==> src/rtl/mem_port_arbiter.sv <==
// mem_port_arbiter: one memory port shared by the IF and MEM stages.
// Optional macro ARB_RR_EN: round-robin on collisions instead of data priority.
module mem_port_arbiter #(
    parameter int DATA_WIDTH = 32,
    parameter int ADDR_WIDTH = 32,
    parameter int TIMEOUT    = 15
) (
    input  logic                  clk,
    input  logic                  rst,
    input  logic                  if_req,
    input  logic [ADDR_WIDTH-1:0] if_addr,
    output logic [DATA_WIDTH-1:0] if_rdata,
    output logic                  if_ready,
    input  logic                  d_req,
    input  logic                  d_we,
    input  logic [ADDR_WIDTH-1:0] d_addr,
    input  logic [DATA_WIDTH-1:0] d_wdata,
    output logic [DATA_WIDTH-1:0] d_rdata,
    output logic                  d_ready,
    output logic                  mem_req,
    output logic                  mem_we,
    output logic [ADDR_WIDTH-1:0] mem_addr,
    output logic [DATA_WIDTH-1:0] mem_wdata,
    input  logic [DATA_WIDTH-1:0] mem_rdata,
    input  logic                  mem_ack,
    output logic                  err
);

    typedef enum logic [1:0] {
        S_IDLE    = 2'd0,
        S_GRANT_I = 2'd1,
        S_GRANT_D = 2'd2,
        S_RESP    = 2'd3
    } state_t;

    // Last counter value before the wait budget runs out.
    localparam logic [7:0] LP_TLAST = 8'(TIMEOUT - 1);

    state_t                r_state;
    state_t                w_next;
    logic [7:0]            r_cnt;
    logic                  r_mem_req;
    logic                  r_mem_we;
    logic [ADDR_WIDTH-1:0] r_mem_addr;
    logic [DATA_WIDTH-1:0] r_mem_wdata;
    logic [DATA_WIDTH-1:0] r_if_rdata;
    logic [DATA_WIDTH-1:0] r_d_rdata;
    logic                  r_if_ready;
    logic                  r_d_ready;
    logic                  r_err;
    logic                  w_any;
    logic                  w_pick_d;
    logic                  w_grant;
    logic                  w_busy;
    logic                  w_ack;
    logic                  w_tmo;
    logic                  w_done;

`ifdef ARB_RR_EN
    logic r_last_d;

    assign w_pick_d = d_req && (!if_req || !r_last_d);

    // Remember which requester won the most recent grant.
    always_ff @(posedge clk or posedge rst) begin
        if (rst) begin
            r_last_d <= 1'b0;
        end else if (w_grant) begin
            r_last_d <= w_pick_d;
        end
    end
`else
    // MEM holds the older instruction, so data always wins.
    assign w_pick_d = d_req;
`endif

    assign w_any   = if_req | d_req;
    assign w_grant = (r_state == S_IDLE) && w_any;
    assign w_busy  = (r_state == S_GRANT_I) || (r_state == S_GRANT_D);
    assign w_ack   = w_busy && mem_ack;
    // A late ack in the last allowed cycle still completes normally.
    assign w_tmo   = w_busy && !mem_ack && (r_cnt == LP_TLAST);
    assign w_done  = w_ack || w_tmo;

    // State register.
    always_ff @(posedge clk or posedge rst) begin
        if (rst) begin
            r_state <= S_IDLE;
        end else begin
            r_state <= w_next;
        end
    end

    // Next-state selection.
    always_comb begin
        w_next = r_state;
        case (r_state)
            S_IDLE: begin
                if (w_any) begin
                    w_next = w_pick_d ? S_GRANT_D : S_GRANT_I;
                end
            end
            S_GRANT_I, S_GRANT_D: begin
                if (w_done) begin
                    w_next = S_RESP;
                end
            end
            S_RESP: begin
                w_next = S_IDLE;
            end
            default: begin
                w_next = S_IDLE;
            end
        endcase
    end

    // Wait counter: cleared on grant, counts GRANT cycles without ack.
    always_ff @(posedge clk or posedge rst) begin
        if (rst) begin
            r_cnt <= 8'd0;
        end else if (w_grant) begin
            r_cnt <= 8'd0;
        end else if (w_busy && !w_done) begin
            r_cnt <= r_cnt + 8'd1;
        end
    end

    // Memory port: launched on grant, held until ack or timeout.
    always_ff @(posedge clk or posedge rst) begin
        if (rst) begin
            r_mem_req   <= 1'b0;
            r_mem_we    <= 1'b0;
            r_mem_addr  <= '0;
            r_mem_wdata <= '0;
        end else if (w_grant) begin
            r_mem_req  <= 1'b1;
            r_mem_we   <= w_pick_d & d_we;
            r_mem_addr <= w_pick_d ? d_addr : if_addr;
            if (w_pick_d) begin
                r_mem_wdata <= d_wdata;
            end
        end else if (w_done) begin
            r_mem_req <= 1'b0;
            r_mem_we  <= 1'b0;
        end
    end

    // One-cycle ready and error pulses, coincident with RESP.
    always_ff @(posedge clk or posedge rst) begin
        if (rst) begin
            r_if_ready <= 1'b0;
            r_d_ready  <= 1'b0;
            r_err      <= 1'b0;
        end else begin
            r_if_ready <= w_done && (r_state == S_GRANT_I);
            r_d_ready  <= w_done && (r_state == S_GRANT_D);
            r_err      <= w_tmo;
        end
    end

    // Read data capture; stores keep the old load data.
    always_ff @(posedge clk or posedge rst) begin
        if (rst) begin
            r_if_rdata <= '0;
            r_d_rdata  <= '0;
        end else if (w_done) begin
            if (r_state == S_GRANT_I) begin
                r_if_rdata <= w_ack ? mem_rdata : '0;
            end
            if ((r_state == S_GRANT_D) && (w_tmo || !r_mem_we)) begin
                r_d_rdata <= w_ack ? mem_rdata : '0;
            end
        end
    end

    assign mem_req   = r_mem_req;
    assign mem_we    = r_mem_we;
    assign mem_addr  = r_mem_addr;
    assign mem_wdata = r_mem_wdata;
    assign if_rdata  = r_if_rdata;
    assign if_ready  = r_if_ready;
    assign d_rdata   = r_d_rdata;
    assign d_ready   = r_d_ready;
    assign err       = r_err;

endmodule

==> config.mk <==
export PLATFORM = sky130hd
export DESIGN_NAME = mem_port_arbiter
export DESIGN_NICKNAME = d
export VERILOG_FILES = /design/src/rtl/mem_port_arbiter.sv
export SDC_FILE = /design/constraint.sdc
export NUM_CORES = 1
export LEC_CHECK = 0
export CORE_UTILIZATION = 45
export DETAILED_ROUTE_END_ITERATION = 12
export GPL_ROUTABILITY_DRIVEN = 1
export MAX_ROUTING_LAYER = met4
export PLACE_DENSITY = 0.88
export RECOVER_POWER = 100
export SLEW_MARGIN = 25
export SYNTH_ARGS = -nofsm -noshare
export SYNTH_HDL_FRONTEND = slang
export SYNTH_SLANG_ARGS = --single-unit
==> constraint.sdc <==
create_clock -name clk -period 10.16 [get_ports clk]
set_input_delay 1.524 -clock clk [delete_from_list [all_inputs] [get_ports clk]]
set_output_delay 1.524 -clock clk [all_outputs]
set_load 0.02 [all_outputs]
Word level (Yosys, flattened, before mapping)
Cells that the tools add are included.
{"block": "op_classes", "addsub": 1, "n_mul": 0, "div_mod_pow": 0, "n_lt_le_gt_ge": 0, "n_eq_ne": 6, "shifts": 0, "muxes": 11, "bitwise_logic": 2, "reduce_logical": 22}
{"cell": "32-bit two-way mux", "count": 2}
{"cell": "8-bit two-way mux", "count": 2}
{"cell": "8-bit by 1-bit adder with 8-bit output (second input constant)", "count": 1}
{"cell": "8-bit by 4-bit equality test with 1-bit output (second input constant)", "count": 1}
{"cell": "1-bit logical AND", "count": 8}
{"cell": "2-bit AND reduction", "count": 4}
{"cell": "2-bit two-way mux", "count": 3}
{"cell": "2-bit one-hot mux with 3 select lines", "count": 1}
{"cell": "2-bit equality test (second input constant)", "count": 2}
{"cell": "2-bit inequality test (second input constant)", "count": 2}
{"cell": "2-bit nonzero test", "count": 2}
{"cell": "1-bit zero test", "count": 3}
{"cell": "1-bit logical OR", "count": 3}
{"cell": "1-bit two-way mux", "count": 3}
{"cell": "2-bit by 1-bit equality test with 1-bit output (second input constant)", "count": 1}
{"cell": "2-bit zero test", "count": 1}
{"cell": "2-bit OR reduction", "count": 1}
{"cell": "1-bit AND", "count": 1}
{"cell": "1-bit bitwise OR", "count": 1}
{"block": "totals", "regBits": 143, "latch_bits": 0, "ram_bits": 0, "rom_bits": 0, "input_bits": 134, "out_inout_bits": 133, "elab_cells": 53, "mem_count": 0}

Logic depth before layout (Yosys ltp)
{"block": "logic_depth", "ltp_word": 9, "depth_mapped": 7}

Least setup slack after synthesis
Ideal clock, no wire load.
{"block": "synth_timing", "path_type": "input -> register", "from": "input port d_req", "to": "register r_mem_wdata[10] (netlist: mem_wdata[10])", "t_arrival_ps": 2537, "required_time_ps": 10035, "path_slack_ps": 7498, "path_stages": 5, "path_buffers": 3, "cell_sequence": "buf_2 and2_1 buf_2 buf_2 mux2_2"}
{"block": "synth_between", "elab_chain_len": 3}
{"element": "start, declared", "line": "14", "source": "input logic d_req,"}
{"element": "1-bit bitwise OR", "line": "77", "source": "assign w_any = if_req | d_req;"}
{"element": "1-bit logical AND", "line": "78", "source": "assign w_grant = (r_state == S_IDLE) && w_any;"}
{"element": "2-bit AND reduction (no source line) (*)"}
{"element": "end signal, assigned", "line": "140", "source": "r_mem_wdata <= d_wdata;"}
{"element": "end, declared", "line": "45", "source": "logic [DATA_WIDTH-1:0] r_mem_wdata;"}
Mark *: on every way between the ends. The rest lies on a longest branch, timed or not.
A chain may end at the register's enable or synchronous reset.

Worst setup path after layout
{"block": "layout_timing", "from": "input port d_req", "to": "register r_mem_wdata[11] (netlist: mem_wdata[11])"}
Same word-level chain as after synthesis.

==> metrics.yaml <==
critical_path_peak_fanout: 37
finalSetupTns_ns: 0
synth_sequential_area_ratio_pct: 61.32
predominant_post_synthesis_flop_cell: "dfrtp_1"
tritoncts.num_buffers: 17
hold_viol: 0
die-height_um: 115.9
critPathMaxStageDelay_ns: 1.79
critical-path-top-delay-family: "buffers and inverters"
hpwl_um: 11550
setup.worst_path.end_class: "flip-flop"
power-per-cell-area_mw_per_mm2: 315.4
clk_slew_on_worst_s_h_paths_ns: 0.06
drt-pass1-iter-count: 4
post_synthesis_area_per_instance_sq_um: 13.23
synth.cell_area_sq_mm: 0.005836
final_cell_mix: "dfrtp_1, dlygate4sd3_1, clkdlybuf4s50_1"
routedWlPerCell_um: 17.81
worstPathRequired_ns: 10.44
clock_skew_ns: 0.01222
maxClockFrequency_mhz: 193.0
std_cell_rows: 41
wire_length_of_the_first_global_routing_pass_um: 24440
die_width_um: 115.9
timing.final.crit_period_ns: 5.182
drt_first_iter_violations: 308
mappedNetlistNets: 580
start_util_pct: 46.24
placeableCoreArea_sq_mm: 0.01262
yosys_register_bits: 143
synth.yosys.warnings: 0
clock_tree.buffer_depth: 2
vias: 4602
cpMostUsedCell: "clkbuf_1"
rsz0062_at_grt: "no"
areaGrowthSynthToFinish_pct: 56.99
routed_via_density: 5.194
drc: 0
finalMaxSlewViolations: 242
finalSetupViolations: 0
floorplan.die_area_sq_mm: 0.01343
worst_ep_arrival_time_ns: 5.46
worst-setup-path-type: "input port to flip-flop"
fin_util_pct: 72.60
netlist.area_leader.share_pct: 61.32
syn_inst: 441
final_antenna_net_count: 0
cts_sink_count: 143
weighted_congestion_reported_at_the_end_of_routability_driven_placement: 0.8066
clock_insertion_delay_worst_skew_ns: 0.41
drive_gt1_share_pct: 10.38
vdd_ir_drop_max_v: 0.0001498
synthDistinctLibCells: 41
tightestPinTransition_ns: 2.886
synth_enable_flop_cells: 0
postSynth.asyncResetShare_pct: 100.0
timing.critical_path.buf_inv: 3
violated_checks: "max-capacitance violations, max-slew violations"
gr-usage-all-layers_pct: 24.97
final.period_utilization_pct: 51.00
postCtsHoldBufs: 0
cts-htree-levels: 4
tritoncts: "yes"
hold_class: "flip-flop to flip-flop"
port_buffers: 266
layout_commonest_cell: "dfrtp_1"
synth_largest_area_cell: "dfrtp_1"
path_cells: "buf_2 -> clkbuf_1 -> and2_0 -> clkbuf_1 -> mux2_2"
drv.max_cap_violation_count: 5
worst_slew_margin_rel_pct: -93.43
clock-root-buffer: "clkbuf_16"
finish.net_count: 839
r2r_slack_ns: 6.67
vias_in_the_first_global_route: 4742
design.portCount: 267
timing.critical_path.slowest_stage_cell: "clkbuf_1"
outcome: "finished, violations left"
worst_setup_path_start_kind: "input port"
cellLeakagePower_nw: 4.212
ctsResizeCount: 0
grt_start_max_net_pins: 76
antenna_found_initial: 1
post_synth_main_area_contributors: "dfrtp_1, a22o_1, mux2_2"
cts_post_setup_buffers_inserted: 0
totalWireLength_um: 15780
gr-total-overflow: 0
## path summary, 6_finish.rpt
path                                 end         start  cells past startpoint
setup / recovery           mem_wdata[11]         d_req                      5
setup reg to reg            if_rdata[31]      r_cnt[0]                      6
hold / removal              mem_addr[28]  mem_addr[28]                      2
min in group asynchronous   if_rdata[25]           rst                      2
max in group asynchronous    d_rdata[26]           rst                      3
hold reg to reg             mem_addr[28]  mem_addr[28]                      2
## kinds of logic after synthesis
| family | share of synthesized area, % |
|---|---|
| compound gates | 14.99 |
| xor+xnor | 0.9005 |
| fa+ha+maj | 1.072 |
| buf+inv | 3.709 |
| flops | 61.32 |
| mux | 11.66 |
| simple gates | 6.347 |
## metrics by stage
stage          instance area, sq um  power [mW]  hold slack (ns)  std cells  setup slack [ns]
4_1_cts                        9196       3.018           0.4842        885             6.857
3_3_place_gp                   8577       2.309           0.4623        853             6.586
2_1_floorplan                  5836       1.696           0.5136        441             4.798
3_5_place_dp                   8578       2.366           0.4693        853             6.464
5_1_grt                        9161       3.047           0.4986        886             4.666
6_report                       9161       2.889           0.4685        886             4.978
## power by group
part           internal (mW)  total [mW]  switching [mW]
sequential             0.826       0.975           0.149
combinational          0.598        1.28           0.680
clock                  0.375       0.636           0.260
total                   1.80        2.89            1.09
## synth_stat cells, drive strengths merged (2+ instances only)
cell,count
dfrtp,143
a22o,64
o21ai,39
nand2,34
mux2,32
mux2i,32
buf,23
nor2,11
clkbuf,8
inv,7
ha,5
xor2,5
nor3,4
o211ai,4
a21oi,3
and2,3
nand4,3
and3,2
nand2b,2
nor2b,2
or3,2
## state kept, by name, summed over array words and instances (netlist names), 2 cells and up
signal / flops
if_rdata: 32
mem_wdata: 32
mem_addr: 32
r_state: 2
r_cnt: 8
d_rdata: 32
## layout make-up
type                            count  area (sq um)
Sequential cell                   143          3578
Clock buffer                       17         425.4
Timing Repair Buffer              271          2684
Fill cell                         892          3458
Multi-Input combinational cell    260          2036
Inverter                            7         27.53
Tap cell                          172         215.2
Antenna cell                        1         2.502
Clock inverter                     15         192.7
## tightest hold or removal path: cells and delay by family (launching register included)
| family | cells | cell delay, ns |
|---|---|---|
| simple gates | 1 | 0.04 |
| flops | 1 | 0.34 |
| compound gates | 1 | 0.05 |
## per-layer routing
metal	wire length (um)	up-vias	track usage (%)
met1	6233	2215	28.16
met5	0	-	-
li1	-	2137	-
met4	389	0	10.43
met3	1153	30	7.322
met2	8001	220	41.47
Power figures use the tool's default switching activity.
